File: src/rtl/note_sequencer.sv
// Score player: fetches 24-bit entries from a synchronous score ROM and drives
// the synthesizer's octave/note/duty/effect inputs for a programmed duration.
module note_sequencer #(
  parameter int unsigned ADDR_W   = 8,
  parameter int unsigned TICK_DIV = 250000
) (
  input  logic              baseclk,
  input  logic              asyncrst_n,
  input  logic              start,
  input  logic              stop,
  input  logic              loop_en,
  input  logic              gap_en,
  input  logic [7:0]        tempo,
  output logic [ADDR_W-1:0] rom_addr,
  input  logic [23:0]       rom_data,
  output logic [2:0]        octave,
  output logic [3:0]        note,
  output logic [3:0]        duty,
  output logic [1:0]        effect,
  output logic              busy,
  output logic              done
);

  localparam int unsigned      PRE_W    = (TICK_DIV > 1) ? $clog2(TICK_DIV) : 1;
  localparam logic [PRE_W-1:0] PRE_LAST = PRE_W'(TICK_DIV - 1);

  typedef enum logic [1:0] {
    S_IDLE,
    S_READ,
    S_DECODE,
    S_PLAY
  } state_t;

  state_t            state_q, state_d;
  logic [ADDR_W-1:0] rom_addr_q, rom_addr_d;
  logic [2:0]        octave_q, octave_d;
  logic [3:0]        note_q, note_d;
  logic [3:0]        duty_q, duty_d;
  logic [1:0]        effect_q, effect_d;
  logic              busy_q, busy_d;
  logic              done_q, done_d;
  logic [7:0]        remaining_q, remaining_d;
  logic [PRE_W-1:0]  presc_q, presc_d;
  logic [7:0]        tcnt_q, tcnt_d;

  logic [1:0] ent_effect;
  logic [2:0] ent_octave;
  logic [3:0] ent_note;
  logic [3:0] ent_duty;
  logic       ent_end;
  logic [7:0] ent_len;
  logic [7:0] tempo_last;
  logic       tick;
  logic       unused_rsvd;

  assign ent_effect  = rom_data[23:22];
  assign ent_octave  = rom_data[21:19];
  assign ent_note    = rom_data[18:15];
  assign ent_duty    = rom_data[14:11];
  assign ent_end     = rom_data[10];
  assign ent_len     = rom_data[7:0];
  assign unused_rsvd = ^rom_data[9:8];

  // >= rather than == so a tempo lowered mid-note cannot strand the counter
  assign tempo_last = (tempo == 8'd0) ? 8'd0 : tempo - 8'd1;
  assign tick       = (presc_q == PRE_LAST);

  always_comb begin
    state_d     = state_q;
    rom_addr_d  = rom_addr_q;
    octave_d    = octave_q;
    note_d      = note_q;
    duty_d      = duty_q;
    effect_d    = effect_q;
    done_d      = 1'b0;
    remaining_d = remaining_q;
    presc_d     = presc_q;
    tcnt_d      = tcnt_q;

    unique case (state_q)
      S_IDLE: begin
        if (start) begin
          rom_addr_d = '0;
          state_d    = S_READ;
        end
      end
      S_READ: state_d = S_DECODE;
      S_DECODE: begin
        if (ent_end) begin
          if (loop_en && (rom_addr_q != '0)) begin
            rom_addr_d = '0;
            state_d    = S_READ;
          end else begin
            effect_d = 2'b00;
            done_d   = 1'b1;
            state_d  = S_IDLE;
          end
        end else if (ent_len == 8'd0) begin
          rom_addr_d = rom_addr_q + ADDR_W'(1);
          state_d    = S_READ;
        end else begin
          octave_d    = ent_octave;
          note_d      = ent_note;
          duty_d      = ent_duty;
          effect_d    = (gap_en && (ent_len == 8'd1)) ? 2'b00 : ent_effect;
          remaining_d = ent_len;
          presc_d     = '0;
          tcnt_d      = '0;
          rom_addr_d  = rom_addr_q + ADDR_W'(1);
          state_d     = S_PLAY;
        end
      end
      S_PLAY: begin
        if (tick) begin
          presc_d = '0;
          if (tcnt_q >= tempo_last) begin
            tcnt_d      = '0;
            remaining_d = remaining_q - 8'd1;
            if (gap_en && (remaining_d == 8'd1)) effect_d = 2'b00;
            if (remaining_d == 8'd0) state_d = S_READ;
          end else begin
            tcnt_d = tcnt_q + 8'd1;
          end
        end else begin
          presc_d = presc_q + PRE_W'(1);
        end
      end
      default: state_d = S_IDLE;
    endcase

    // stop aborts whatever this cycle would have done, including a finishing end marker
    if (stop) begin
      state_d    = S_IDLE;
      rom_addr_d = rom_addr_q;
      effect_d   = 2'b00;
      done_d     = 1'b0;
    end

    busy_d = (state_d != S_IDLE);
  end

  always_ff @(posedge baseclk or negedge asyncrst_n) begin
    if (!asyncrst_n) begin
      state_q     <= S_IDLE;
      rom_addr_q  <= '0;
      octave_q    <= '0;
      note_q      <= '0;
      duty_q      <= '0;
      effect_q    <= '0;
      busy_q      <= 1'b0;
      done_q      <= 1'b0;
      remaining_q <= '0;
      presc_q     <= '0;
      tcnt_q      <= '0;
    end else begin
      state_q     <= state_d;
      rom_addr_q  <= rom_addr_d;
      octave_q    <= octave_d;
      note_q      <= note_d;
      duty_q      <= duty_d;
      effect_q    <= effect_d;
      busy_q      <= busy_d;
      done_q      <= done_d;
      remaining_q <= remaining_d;
      presc_q     <= presc_d;
      tcnt_q      <= tcnt_d;
    end
  end

  assign rom_addr = rom_addr_q;
  assign octave   = octave_q;
  assign note     = note_q;
  assign duty     = duty_q;
  assign effect   = effect_q;
  assign busy     = busy_q;
  assign done     = done_q;

endmodule

File: config.mk
export PLATFORM = sky130hd
export DESIGN_NAME = note_sequencer
export DESIGN_NICKNAME = d
export VERILOG_FILES = /design/src/rtl/note_sequencer.sv
export SDC_FILE = /design/constraint.sdc
export NUM_CORES = 1
export LEC_CHECK = 0
export CAP_MARGIN = 10
export CELL_PAD_IN_SITES_DETAIL_PLACEMENT = 2
export CELL_PAD_IN_SITES_GLOBAL_PLACEMENT = 2
export CORE_UTILIZATION = 32
export DETAILED_ROUTE_END_ITERATION = 7
export PLACE_DENSITY = 0.86
export SYNTH_ARGS = -nofsm -noshare
export SYNTH_HDL_FRONTEND = slang
export SYNTH_SLANG_ARGS = --single-unit
export TNS_END_PERCENT = 5
File: constraint.sdc
create_clock -name baseclk -period 2.7 [get_ports baseclk]
set_input_delay 0.54 -clock baseclk [delete_from_list [all_inputs] [get_ports baseclk]]
set_output_delay 0.54 -clock baseclk [all_outputs]
set_load 0.02 [all_outputs]
* Word-level counts from Yosys, hierarchy flattened
Cells that the tools add are included.
Storage, ports and cells: bits of input ports 38, output and inout port bits 23, flip-flop bits (word level) 59, word-level logic and storage cells 96
Cells by class: equal/unequal tests 17, magnitude comparators 1, add/sub/neg operators 5, muxes and demuxes 41, bitwise operators 3, reduce and logical (&&, ||, !) cells 18
Operator list (number):
- $mux W8 | 12
- $mux W18 | 3
- $pmux W8 S2 | 3
- $pmux W18 S2 | 1
- $mux W2 | 15
- $logic_not A8 Y1 | 3
- $add A18 B1 Y18 const B | 1
- $eq A18 B18 Y1 const B | 1
- $add A8 B1 Y8 const B | 2
- $eq A8 B1 Y1 const B | 2
- $sub A8 B1 Y8 const B | 2
- $ne A3 B3 Y1 const B | 4
- $ne A2 B2 Y1 const B | 5
- $ge A8 B8 Y1 | 1
- $ne A4 B4 Y1 const B | 2
- $pmux W2 S4 | 1
- $reduce_and A4 Y1 | 2
- $reduce_bool A8 Y1 | 1
- $reduce_and A3 Y1 | 2
- $reduce_and A6 Y1 | 1
- $reduce_bool A2 Y1 | 3
- $mux W1 | 5
- $reduce_and A5 Y1 | 1
- $eq A2 B2 Y1 const B | 2
- other kinds (6) | 10

* Longest topological paths before layout
depth after elaboration 8, depth in mapped cells 14, depth with buffers taken out 12

* Worst setup path after synthesis
OpenSTA, ideal clock, no wires.
path type in2reg, start input tempo[5], end register remaining_q[0], stages on the path 13, data arrival time 3117 ps, library setup time 87 ps, path slack -504 ps, data required time 2613 ps, cells stage by stage nor4_1 > nand2_1 > or3_1 > and2_1 > ha_1 > nand2b_1 > a21oi_2 > o311ai_1 > and3_1 > clkbuf_2 > clkbuf_1 > nand3_1 > o211ai_1
Between the ends: cells in the longest elaborated chain, start to end 5
Ends and longest elaborated chain:
- start, declared | RTL line 13 | input logic [7:0] tempo,
- $sub A8 B1 Y8 / $logic_not A8 Y1 (equally long branches) | RTL line 65 | assign tempo_last = (tempo == 8'd0) ? 8'd0 : tempo - 8'd1;
- $mux W8 * | RTL line 65
- $ge A8 B8 Y1 * | RTL line 116 | if (tcnt_q >= tempo_last) begin
- $ne A2 B2 Y1 (no source line) *
- $reduce_and A5 Y1 (no source line) *
- end signal, assigned | RTL line 164 | remaining_q <= remaining_d;
- end, declared | RTL line 42 | logic [7:0] remaining_q, remaining_d;
Every way passes the cells marked *; elsewhere a longest branch is shown, timed or not. A chain may end at the register's enable or synchronous reset.

* Final worst setup path
start input tempo[5], end register effect_q[0], in the netlist effect[0]
Between the ends: cells in the longest elaborated chain, start to end 5
Ends and longest elaborated chain:
- $sub A8 B1 Y8 / $logic_not A8 Y1 (equally long branches) | RTL line 65
- $mux W8 * | RTL line 65
- $ge A8 B8 Y1 * | RTL line 116
- $ne A3 B3 Y1 (no source line) *
- $reduce_and A6 Y1 (no source line) *
- end signal, assigned | RTL line 161 | effect_q <= effect_d;
- end, declared | RTL line 39 | logic [1:0] effect_q, effect_d;
Marks and branches as above.

==> flow_summary.ini <==
[status]
status = complete, but fails checks
violations = setup timing

[clock_tree]
root_buffer = clkbuf_8
cts_tree = built
clkLatencyLatePin_ns = 0.35
cts_buffer_depth = 2
postCtsHoldBufs = 0
path_clk_slew_ns = 0.07
cts_max_level = 3
clkSinkCount = 59
cts_buffers = 9

[critical_path]
crit_path_start_kind = input port
worst-path-buf-inv = 1
critPathMaxFanout = 5
arrival_ns = 3.26
end_kind = register
criticalPathCategory = input port to register
cp_slowest_cell = o311ai_4
crit_chain = buf_8 -> nor4_4 -> nand2_2 -> or3_4 -> and2_4 -> ha_4 -> nand2b_4 -> a21oi_4 -> o311ai_4 -> a31oi_2 -> a311oi_2 -> mux2i_1
critPathTopFamily = simple AND/OR/NAND/NOR gates
rrSetupSlack_ns = 0.16
crit_required_ns = 2.98
slowest_delay_ns = 0.41

[logic_synthesis]
async_flop_share_pct = 100
yosysWarnings = 0
ys_types = 57
syn-num-nets = 440
synth_top_area_cell = dfrtp_1
synth_commonest_cells = dfrtp_1, nor2_1, nand2_1, o21ai_0, nand3_1
syn_area_per_cell_sq_um = 9.06
yosys_register_bits = 59
yosys-top-cells-area = dfrtp_1, ha_1, o21ai_0
ys_seq_area_share_pct = 42.2
synth_most_common_cell = dfrtp_1
syn_area_sq_um = 3500
synthCells = 386
synth-edff-count = 0
synth_top_area_share_pct = 42.2
synthFlopType = dfrtp_1

[route]
first_pass_iters = 4
drt_iter0_markers = 115
wl_per_cell_um = 22.2
wl_um = 13700
drtAntennaViolNets = 0
vias_per_cell = 5.61
vias = 3473
route.detailed.drc = 0

[global_routing]
antenna_found_initial = 0
overflow = 0
grt_usage_pct = 25.8
grt_pass1_wl_um = 22200
grt_max_degree = 43
grt_pass1_vias = 3982

[placement]
dp_hpwl_um = 9070
pre_cts_ws_ns = -1.13
io_buffers = 58
place_congestion = 0.774

[pwr]
peakVddDrop_mv = 0.257
power.density_nw_per_um2 = 610
p_leak_uw = 0.00206

[timing]
final.setup_skew_ns = 0.0105
holdWs_ns = 0.138
timing.slew.headroom_pct = 36.6
period_share_pct = 110
slew_viol_final = 0
fmax_mhz = 335
finalSetupViolCount = 17
hold_violations = 0
tightest_slew_ns = 0.947
post-route-min-period_ns = 2.98
rsz0062_at_grt = true
worst_slack_ns = -0.283

[floorplanning]
coreArea_sq_um = 10500
initial_core_util_pct = 33.4
num_io_pins = 61
die-area_sq_um = 11300
dieWidth_um = 107
die_h_um = 107
row_count = 37

[cells_and_area]
flow.area_growth_from_synthesis_pct = 40.2
drive_gt1_share_pct = 22.8
fin_nets = 533
final_core_util_pct = 46.8
num_antenna_cells = 0

[worst_hold_path]
worstHoldPathType = input port to asynchronous set/reset pin

[job]
cap_violations = 0
==> cell usage in the layout, fill, tap and decap left out, types with 3 or more instances in the layout <==
| master | n |
|---|---|
| nand3_1 | 17 |
| or3_1 | 3 |
| ha_4 | 4 |
| a31oi_1 | 9 |
| and2_1 | 4 |
| buf_4 | 32 |
| nor2_2 | 3 |
| buf_6 | 5 |
| a21oi_4 | 3 |
| dfrtp_1 | 59 |
| xor2_1 | 12 |
| nor2_1 | 39 |
| o21ai_0 | 32 |
| mux2_2 | 12 |
| nand2b_1 | 4 |
| nand2_1 | 34 |
| o31ai_1 | 8 |
| or4_1 | 3 |
| inv_1 | 11 |
| and3_1 | 7 |
| clkdlybuf4s50_1 | 50 |
| nor3_1 | 5 |
| clkbuf_8 | 12 |
| ha_1 | 11 |
| o21ai_1 | 3 |
| nor4_1 | 4 |
| o22ai_1 | 3 |
| nor2b_1 | 3 |
| a21oi_1 | 8 |
| or4_4 | 3 |
| mux2i_1 | 3 |
| nand3b_1 | 3 |
| nand4_1 | 10 |
==> layer usage <==
| layer | up-vias | GRT usage, % | routed length [um] |
|---|---|---|---|
| met3 | 29 | 3.37 | 352 |
| met4 | 0 | 12.2 | 451 |
| met5 | - | 0 | 0 |
| met1 | 1772 | 30.1 | 5670 |
| met2 | 79 | 46.3 | 7250 |
| li1 | 1593 | - | - |
==> layout make-up <==
type,count,area (sq um)
clock inverters,2,10.0
clock buffers,13,169
well taps,136,170
inverters,13,48.8
multi-input cells,301,2150
repair buffers,95,881
flip-flops and latches,59,1480
fillers,1132,5560
==> stage by stage <==
step / instance area (sq um) / power [uW] / std cells / setup TNS, ns
finish: 4900 / 2990 / 619 / -2.90
global route: 4900 / 3140 / 619 / -4.50
CTS: 4870 / 2950 / 619 / -0.599
detailed placement: 4460 / 2100 / 597 / -17.86
global placement: 4460 / 2030 / 597 / -13.63
floorplan: 3530 / 1660 / 386 / -3.32
==> path summary, 6_finish.rpt <==
check,startpoint,end,cells after the start
worst max-delay path,tempo[5],effect[0],12
worst min-delay path,asyncrst_n,note[2],1
worst max register to register,remaining_q[0],effect[0],7
worst min register to register,presc_q[16],presc_q[16],1
max in group asynchronous,asyncrst_n,tcnt_q[2],2
min in group baseclk,presc_q[16],presc_q[16],1
==> sequential cells by signal, summed over array words and instances (netlist names) <==
signal and cells:
presc_q 18, remaining_q 8, rom_addr 8, tcnt_q 8
duty 4, note 4, octave 3, effect 2
state_q 2, busy 1, done 1
==> report_power, final <==
group | internal [uW] | switching (uW) | total, uW | leakage [uW]
Sequential | 1040 | 190 | 1230 | 0.000773
Combinational | 477 | 506 | 983 | 0.00120
Clock | 401 | 373 | 774 | 0.0000953
==> worst register-to-register path: cells and delay by family (launching register included) <==
kind	cells	cell delay [ns]
simple gates	2	0.71
compound gates	2	0.64
flops	1	0.45
fa+ha+maj	1	0.30
mux	1	0.24
buf+inv	1	0.14
==> timing repair <==
action | in CTS | in global routing
buffers inserted | 7 | 0
setup endpoints to repair | 19 | 19
pin swaps | 23 | 4
resized for setup | 60 | 6
==> logic make-up (layout without fill, tap and decap cells) <==
| family | count (synthesis) | after routing | share of synthesized area (%) |
|---|---|---|---|
| AO/OA/AOI/OAI | 93 | 93 | 17.1 |
| XOR/XNOR | 14 | 14 | 3.51 |
| flip-flops | 59 | 59 | 42.2 |
| multiplexers | 15 | 15 | 4.72 |
| adder cells (fa/ha/maj) | 16 | 16 | 5.73 |
| buffers and inverters | 26 | 123 | 2.90 |
| AND/OR/NAND/NOR | 163 | 163 | 23.8 |
Note: power is estimated with default switching activity, not from simulation.
